File: src/rtl/console_writer.sv
// Character-stream front end for the tile screen buffer: cursor tracking, control codes, clears.
// Optional build macro CONSOLE_LINE_CLEAR_EN: clear each newly entered row before taking more input.
module console_writer #(
    parameter int H_TILES        = 160,
    parameter int V_TILES        = 60,
    parameter int ADDR_COL_WIDTH = 8,
    parameter int ADDR_ROW_WIDTH = 6,
    parameter int DATA_WIDTH     = 7
) (
    input  logic                      clk_i,
    input  logic                      rstn_i,
    input  logic                      char_valid_i,
    input  logic [DATA_WIDTH-1:0]     char_i,
    output logic                      char_ready_o,
    output logic                      wr_en_o,
    output logic [ADDR_COL_WIDTH-1:0] col_w_o,
    output logic [ADDR_ROW_WIDTH-1:0] row_w_o,
    output logic [DATA_WIDTH-1:0]     din_o,
    output logic [ADDR_COL_WIDTH-1:0] cursor_col_o,
    output logic [ADDR_ROW_WIDTH-1:0] cursor_row_o
);

    localparam logic [ADDR_COL_WIDTH-1:0] COL_LAST = ADDR_COL_WIDTH'(H_TILES - 1);
    localparam logic [ADDR_ROW_WIDTH-1:0] ROW_LAST = ADDR_ROW_WIDTH'(V_TILES - 1);
    localparam logic [DATA_WIDTH-1:0]     CH_BS    = DATA_WIDTH'(8'h08);
    localparam logic [DATA_WIDTH-1:0]     CH_LF    = DATA_WIDTH'(8'h0A);
    localparam logic [DATA_WIDTH-1:0]     CH_FF    = DATA_WIDTH'(8'h0C);
    localparam logic [DATA_WIDTH-1:0]     CH_CR    = DATA_WIDTH'(8'h0D);
    localparam logic [DATA_WIDTH-1:0]     CH_SPACE = DATA_WIDTH'(8'h20);
    localparam logic [DATA_WIDTH-1:0]     CH_TILDE = DATA_WIDTH'(8'h7E);

    typedef enum logic [1:0] {
        IDLE       = 2'd0,
        CLR_SCREEN = 2'd1
`ifdef CONSOLE_LINE_CLEAR_EN
        , CLR_LINE = 2'd2
`endif
    } state_t;

    state_t                      r_state,   w_state;
    logic [ADDR_COL_WIDTH-1:0]   r_cur_col, w_cur_col;
    logic [ADDR_ROW_WIDTH-1:0]   r_cur_row, w_cur_row;
    logic [ADDR_COL_WIDTH-1:0]   r_clr_col, w_clr_col;
    logic [ADDR_ROW_WIDTH-1:0]   r_clr_row, w_clr_row;
    logic                        r_wr_en,   w_wr_en;
    logic [ADDR_COL_WIDTH-1:0]   r_col_w,   w_col_w;
    logic [ADDR_ROW_WIDTH-1:0]   r_row_w,   w_row_w;
    logic [DATA_WIDTH-1:0]       r_din,     w_din;
    logic                        w_accept;
    logic [ADDR_ROW_WIDTH-1:0]   w_row_adv;

    assign w_accept  = char_valid_i && (r_state == IDLE);
    assign w_row_adv = (r_cur_row == ROW_LAST) ? '0 : r_cur_row + 1'b1;

    always_comb begin
        w_state   = r_state;
        w_cur_col = r_cur_col;
        w_cur_row = r_cur_row;
        w_clr_col = r_clr_col;
        w_clr_row = r_clr_row;
        w_wr_en   = 1'b0;
        w_col_w   = r_col_w;
        w_row_w   = r_row_w;
        w_din     = r_din;
        case (r_state)
            IDLE: begin
                if (w_accept) begin
                    if (char_i >= CH_SPACE && char_i <= CH_TILDE) begin
                        w_wr_en = 1'b1;
                        w_col_w = r_cur_col;
                        w_row_w = r_cur_row;
                        w_din   = char_i;
                        if (r_cur_col != COL_LAST) begin
                            w_cur_col = r_cur_col + 1'b1;
                        end else begin
                            w_cur_col = '0;
                            w_cur_row = w_row_adv;
`ifdef CONSOLE_LINE_CLEAR_EN
                            w_state   = CLR_LINE;
                            w_clr_col = '0;
                            w_clr_row = w_row_adv;
`endif
                        end
                    end else if (char_i == CH_CR) begin
                        w_cur_col = '0;
                    end else if (char_i == CH_LF) begin
                        w_cur_col = '0;
                        w_cur_row = w_row_adv;
`ifdef CONSOLE_LINE_CLEAR_EN
                        w_state   = CLR_LINE;
                        w_clr_col = '0;
                        w_clr_row = w_row_adv;
`endif
                    end else if (char_i == CH_BS) begin
                        // Backspace stops at column 0; it never climbs to the previous row.
                        if (r_cur_col != '0) begin
                            w_cur_col = r_cur_col - 1'b1;
                            w_wr_en   = 1'b1;
                            w_col_w   = r_cur_col - 1'b1;
                            w_row_w   = r_cur_row;
                            w_din     = CH_SPACE;
                        end
                    end else if (char_i == CH_FF) begin
                        w_state   = CLR_SCREEN;
                        w_cur_col = '0;
                        w_cur_row = '0;
                        w_clr_col = '0;
                        w_clr_row = '0;
                    end
                end
            end
            CLR_SCREEN: begin
                w_wr_en = 1'b1;
                w_col_w = r_clr_col;
                w_row_w = r_clr_row;
                w_din   = '0;
                if (r_clr_col == COL_LAST) begin
                    w_clr_col = '0;
                    if (r_clr_row == ROW_LAST) begin
                        w_clr_row = '0;
                        w_state   = IDLE;
                    end else begin
                        w_clr_row = r_clr_row + 1'b1;
                    end
                end else begin
                    w_clr_col = r_clr_col + 1'b1;
                end
            end
`ifdef CONSOLE_LINE_CLEAR_EN
            CLR_LINE: begin
                w_wr_en = 1'b1;
                w_col_w = r_clr_col;
                w_row_w = r_clr_row;
                w_din   = '0;
                if (r_clr_col == COL_LAST) begin
                    w_clr_col = '0;
                    w_state   = IDLE;
                end else begin
                    w_clr_col = r_clr_col + 1'b1;
                end
            end
`endif
            default: w_state = IDLE;
        endcase
    end

    always_ff @(posedge clk_i or negedge rstn_i) begin
        if (!rstn_i) begin
            r_state   <= IDLE;
            r_cur_col <= '0;
            r_cur_row <= '0;
            r_clr_col <= '0;
            r_clr_row <= '0;
            r_wr_en   <= 1'b0;
            r_col_w   <= '0;
            r_row_w   <= '0;
            r_din     <= '0;
        end else begin
            r_state   <= w_state;
            r_cur_col <= w_cur_col;
            r_cur_row <= w_cur_row;
            r_clr_col <= w_clr_col;
            r_clr_row <= w_clr_row;
            r_wr_en   <= w_wr_en;
            r_col_w   <= w_col_w;
            r_row_w   <= w_row_w;
            r_din     <= w_din;
        end
    end

    assign char_ready_o = (r_state == IDLE);
    assign wr_en_o      = r_wr_en;
    assign col_w_o      = r_col_w;
    assign row_w_o      = r_row_w;
    assign din_o        = r_din;
    assign cursor_col_o = r_cur_col;
    assign cursor_row_o = r_cur_row;

endmodule

File: config.mk
export PLATFORM = sky130hd
export DESIGN_NAME = console_writer
export DESIGN_NICKNAME = d
export VERILOG_FILES = /design/src/rtl/console_writer.sv
export SDC_FILE = /design/constraint.sdc
export NUM_CORES = 1
export LEC_CHECK = 0
export CORE_ASPECT_RATIO = 0.9
export CORE_MARGIN = 3
export CORE_UTILIZATION = 54
export CTS_CLUSTER_DIAMETER = 50
export DETAILED_ROUTE_END_ITERATION = 6
export GPL_TIMING_DRIVEN = 0
export MAX_ROUTING_LAYER = met4
export PLACE_DENSITY = 0.82
export SETUP_SLACK_MARGIN = 0.5
export SLEW_MARGIN = 20
export SYNTH_ARGS = -nofsm -noshare
export SYNTH_HDL_FRONTEND = slang
export SYNTH_SLANG_ARGS = --single-unit
File: constraint.sdc
create_clock -name clk_i -period 2.8 [get_ports clk_i]
set_clock_uncertainty 0.05 [all_clocks]
set_input_delay 0.7 -clock clk_i [delete_from_list [all_inputs] [get_ports clk_i]]
set_output_delay 0.7 -clock clk_i [all_outputs]
set_load 0.01 [all_outputs]
* Word-level counts from Yosys, hierarchy flattened
Cells that the tools add are included.
W data, S select, Z words.
** Storage, ports and cells
- RAM bits :: 0
- Memories :: 0
- Input bits :: 10
- Output and inout port bits :: 37
- Logic and storage cells :: 118
- Memory bits (read-only) :: 0
- Latch bits :: 0
- Flip-flop bits (word level) :: 52
** Cells by class
- Muxes and demuxes :: 64
- Equal/unequal tests :: 25
- Add/subtract/negate cells :: 5
- Reduce and logical (&&, ||, !) cells :: 13
- Divide/modulo/power cells :: 0
- Bitwise logic cells :: 0
- Multipliers :: 0
- Magnitude comparators :: 2
- Shift-type cells :: 0
** Operator list (number)
- $mux W8 :: 18
- $mux W6 :: 19
- $mux W7 :: 6
- $pmux W8 S2 :: 2
- $eq A7 B4 Y1 const B :: 4
- $pmux W6 S2 :: 2
- $add A8 B1 Y8 const B :: 2
- $mux W2 :: 8
- $ne A2 B2 Y1 const B :: 8
- $reduce_and A8 Y1 :: 2
- $pmux W7 S2 :: 1
- $add A6 B1 Y6 const B :: 2
- $eq A6 B6 Y1 const B :: 2
- $reduce_and A6 Y1 :: 2
- $ne A3 B3 Y1 const B :: 3
- $eq A8 B8 Y1 const B :: 1
- $ne A8 B8 Y1 const B :: 1
- $reduce_bool A8 Y1 :: 1
- $sub A8 B1 Y8 const B :: 1
- $ge A7 B6 Y1 const B :: 1
- $le A7 B7 Y1 const B :: 1
- $reduce_and A7 Y1 :: 1
- $mux W1 :: 6
- $ne A3 B1 Y1 const B :: 2
- other kinds (11) :: 13

* Logic depth before layout (Yosys ltp)
- Depth after elaboration :: 8
- Mapped depth :: 9
- Mapped depth without buffers :: 7

* Worst setup path after synthesis
No wires, ideal clock.
- Kind :: input -> register
- From :: input port char_i[4]
- To :: register r_col_w[4], in the netlist col_w_o[4]
- Stages on the path :: 6
- Buffers on the path :: 1
- Required time :: 2.624 ns
- Data arrival time :: 2.245 ns
- Library setup time :: 0.126 ns
- Setup slack :: 0.379 ns
- Cell sequence :: or4_4 -> a211oi_2 -> o21ai_1 -> buf_4 -> and3_1 -> a221o_1
** Between the ends
- Longest elaborated chain between the ends :: 5
- Elaborated cells between the ends (all ways) :: 14
- Those cells by class :: 2 x order compare; 7 x eq/ne; 3 x mux; 2 x reduce/logical
** Ends and longest elaborated chain
- start, declared :: RTL line 13 : input logic [DATA_WIDTH-1:0] char_i,
- $ge A7 B6 Y1 / $le A7 B7 Y1 (equally long branches) :: RTL line 68 : if (char_i >= CH_SPACE && char_i <= CH_TILDE) begin
- $logic_and A1 B1 Y1 :: RTL line 68
- $mux W8 :: RTL line 68
- $mux W8 :: RTL line 67 : if (w_accept) begin
- $pmux W8 S2 :: RTL line 65 : case (r_state)
- end signal, assigned :: RTL line 165 : r_col_w <= w_col_w;
- end, declared :: RTL line 46 : logic [ADDR_COL_WIDTH-1:0] r_col_w, w_col_w;
Several ways; a longest one is shown, not always the timed one. The select of a mux whose other input is x is not followed.
A chain may end at the register's enable or synchronous reset.

* Worst setup path after layout
- From :: register r_cur_col[0], in the netlist cursor_col_o[0]
- To :: register r_cur_row[0], in the netlist cursor_row_o[0]
** Between the ends
- Longest elaborated chain between the ends :: 3
** Ends and longest elaborated chain
- start, declared :: RTL line 41 : logic [ADDR_COL_WIDTH-1:0] r_cur_col, w_cur_col;
- start signal, assigned :: RTL line 160 : r_cur_col <= w_cur_col;
- $ne A8 B8 Y1 :: RTL line 73 : if (r_cur_col != COL_LAST) begin
- $ne A2 B2 Y1 (no source line)
- $reduce_and A6 Y1 (no source line)
- end signal, assigned :: RTL line 161 : r_cur_row <= w_cur_row;
- end, declared :: RTL line 42 : logic [ADDR_ROW_WIDTH-1:0] r_cur_row, w_cur_row;
Every way passes these cells.

==> impl_metrics.json <==
{
  "yosysUniqueCellTypes": 52,
  "fin_hold_ws_ps": 345,
  "setup_viol": 0,
  "core.rowCount": 24,
  "synth-edff-count": 0,
  "antenna_found_initial": 0,
  "cp-startpoint": "cursor_col_o[0]$_DFFE_PN0P_",
  "placedInstanceArea_sq_um": 3460,
  "synth_area_leader_cell": "dfrtp_1",
  "ys_seq_elements": 51,
  "mappedNetlistNets": 343,
  "path_delay_family": "compound AO/OA/AOI/OAI gates",
  "cts_tree": "built",
  "start_util_pct": 58.1,
  "ant_nets": 0,
  "drc_errors": 0,
  "worstSetupEndpointType": "flop",
  "place_congestion": 0.978,
  "dieArea_sq_um": 6320,
  "dp_cells": 437,
  "required_ps": 2970,
  "powerDensity_nw_per_um2": 345,
  "ctsHoldBuffers": 0,
  "max_stage_delay_ps": 390,
  "nFillCells": 353,
  "slew_headroom_pct": 56.1,
  "p_leak_nw": 1.63,
  "io_pins": 47,
  "clk_pin_slew_ps": 100,
  "timing.rr.start": "cursor_col_o[0]$_DFFE_PN0P_",
  "yosys_warnings": 0,
  "fin_cells": 459,
  "syn_avg_cell_area_sq_um": 8.91,
  "finalCoreUtilization_pct": 76.3,
  "drtIter0Drc": 208,
  "cts.root.buffer_cell": "clkbuf_8",
  "synthFlopType": "dfrtp_1",
  "viasPerCell": 6.26,
  "fin_nets": 409,
  "fp.dieH_microns": 75.7,
  "grt_pass1_wl_mm": 13.2,
  "dpl.hpwl_mm": 5.36,
  "start_kind": "flop",
  "grt_util_all_layers_pct": 27.0,
  "dp_slack_ps": -335,
  "hold_viol": 0,
  "drv_slew": 0,
  "port_buffers": 45,
  "synth_area_sq_um": 2910,
  "fin_crit_ps": 2230,
  "cts_sinks": 51,
  "design_area_sq_um": 3820,
  "path_cells": "buf_4, ha_1, and3_1, nand4_1, a211oi_4, o21a_2, mux2_2",
  "clockBufferDepth": 2,
  "worstSetupPathType": "reg2reg",
  "yosys-top-cells-area": "dfrtp_1 (44%), nand2_1 (5.3%), nand3_1 (4.3%), o21ai_0 (4.3%), mux2i_1 (3.4%)",
  "vias": 2874,
  "setup_slack_ps": 565,
  "dr.pass1.iters": 5,
  "wl_per_cell_microns": 17.5,
  "grt_overflow": 0,
  "hold_path.class": "in2async",
  "status": "complete, no violations",
  "synth_top_area_share_pct": 43.8,
  "irDropWorstVdd_uv": 274,
  "rsz0062_at_grt": "true",
  "core_sq_um": 5010,
  "area_growth_pct": 31.3,
  "fmax_mhz": 447,
  "seq_area_frac_synth_pct": 43.8,
  "path_max_fanout": 7,
  "fin_crit_sh_pct": 79.8,
  "worstPathArrival_ps": 2400,
  "grt_pass1_vias": 2683,
  "ys_async_sr_fraction_pct": 100,
  "antennaDiodeCount": 0,
  "drt_wl_total_mm": 8.02,
  "maxCapViolCount": 0,
  "die_x_microns": 83.4,
  "drive_gt1_share_pct": 19.3,
  "clk_latency_ps": 320,
  "grt_max_degree": 52,
  "cts.htree.levels": 2,
  "netlist_instances": 327,
  "cts_buffers": 5,
  "tightest_slew_ps": 658,
  "cp.buffers_inverters": 1,
  "cp_slowest_cell": "dfrtp_2"
}
cell usage after synthesis, drive strengths merged, types with 2 or more instances:
library cell,instances
a31oi,14
a211oi,4
clkbuf,12
or3b,2
and3,7
nand2,41
nor3,8
a21oi,15
or2,3
a221o,5
or4,2
nor4,3
or3,3
a22o,3
xor2,7
nand2b,3
nor4b,2
o21a,2
ha,6
o21ai,27
nor3b,2
and4,2
mux2i,10
nand3,25
dfrtp,51
inv,7
nor2,24
o31ai,3
nand4,4
o22ai,3
xnor2,3
o211ai,2
a22oi,2
nor2b,2
buf,6
a221oi,2
worst reg2reg max path, cell delays in order, from the launching register on:
cell and delay (ps):
dfrtp_2 390, buf_4 160, ha_1 220, and3_1 220
nand4_1 190, a211oi_4 310, o21a_2 250, mux2_2 340
cells in the final DEF (no fill, tap or decap), types with 3 or more instances in the layout:
cell type / instances
xor2_1: 7
a221o_1: 5
o21ai_0: 24
a21oi_1: 15
clkbuf_2: 7
buf_4: 13
clkbuf_1: 6
o31ai_1: 3
nand2_1: 41
nand3_1: 24
ha_1: 5
o22ai_1: 3
buf_2: 6
dfrtp_1: 49
nor2_2: 3
nand4_1: 4
nand2b_1: 3
nor2_1: 20
mux2i_1: 9
a22o_1: 3
and3_1: 5
nor3_1: 7
clkbuf_8: 6
inv_1: 5
xnor2_1: 3
clkdlybuf4s50_1: 36
a31oi_1: 14
per-layer routing:
metal | up-vias | GRT usage [%] | share of wire, %
met4 | 0 | 7.86 | 1.4
met5 | - | - | 0
met2 | 121 | 43.2 | 49
met3 | 14 | 4.97 | 6.0
met1 | 1398 | 35.9 | 44
li1 | 1341 | - | -
flip-flops by register name (all words and copies together), names as in the netlist:
name	count
din_o	7
r_state	1
r_clr_row	6
cursor_row_o	6
wr_en_o	1
cursor_col_o	8
r_clr_col	8
col_w_o	8
row_w_o	6
area by class of cell:
| cell class | instances | area [sq um] | area share [%] |
|---|---|---|---|
| timing repair buffer | 59 | 562 | 14.7 |
| multi-input combinational | 251 | 1670 | 43.7 |
| sequential | 51 | 1280 | 33.4 |
| buffer | 18 | 106 | 2.78 |
| clock inverter | 3 | 28.8 | 0.752 |
| inverter | 7 | 26.3 | 0.687 |
| clock buffer | 5 | 68.8 | 1.80 |
| tap | 65 | 81.3 | 2.13 |
cell families after synthesis:
family                     count (synthesis)  synth area share [%]
and+or+nand+nor                          133                  22.6
AOI/OAI and AO/OA                         91                  20.6
DFF                                       51                  43.8
buffers and inverters                     25                  3.65
muxes                                     11                  3.82
xor gates and xnor gates                  10                  3.01
adders and majority gates                  6                  2.58
through the flow:
step / TNS (ps) / power [mW]
2_1_floorplan: 0 / 0.796
3_3_place_gp: -32970 / 0.838
3_5_place_dp: -6620 / 0.840
4_1_cts: 0 / 1.31
5_1_grt: 0 / 1.36
6_report: 0 / 1.32
where the power goes:
| group | switching (mW) | leakage (nW) | internal [mW] | total [mW] |
|---|---|---|---|---|
| registers | 0 | 0.587 | 0.736 | 0.736 |
| clock network | 0.288 | 0.0502 | 0.186 | 0.474 |
| logic | 0.0667 | 0.995 | 0.0426 | 0.109 |
path summary, 6_finish.rpt:
kind	endpoint	slack (ps)	depth (start not counted)
max	cursor_row_o[0]$_DFFE_PN0P_	570	7
min	din_o[3]$_DFFE_PN0P_	340	1
min in group clk_i	r_clr_row[5]$_DFFE_PN0P_	470	1
min reg2reg	r_clr_row[5]$_DFFE_PN0P_	470	1
max reg2reg	cursor_row_o[0]$_DFFE_PN0P_	570	7
max in group asynchronous	cursor_col_o[0]$_DFFE_PN0P_	1870	1
what timing repair did:
item / in CTS / in global routing
pin swaps: 10 / 5
endpoints found under the hold margin: 0 / 0
endpoints found under the setup margin: 52 / 33
resized for setup: 51 / 24
setup buffers: 11 / 3
Note: power is estimated with default switching activity, not from simulation.
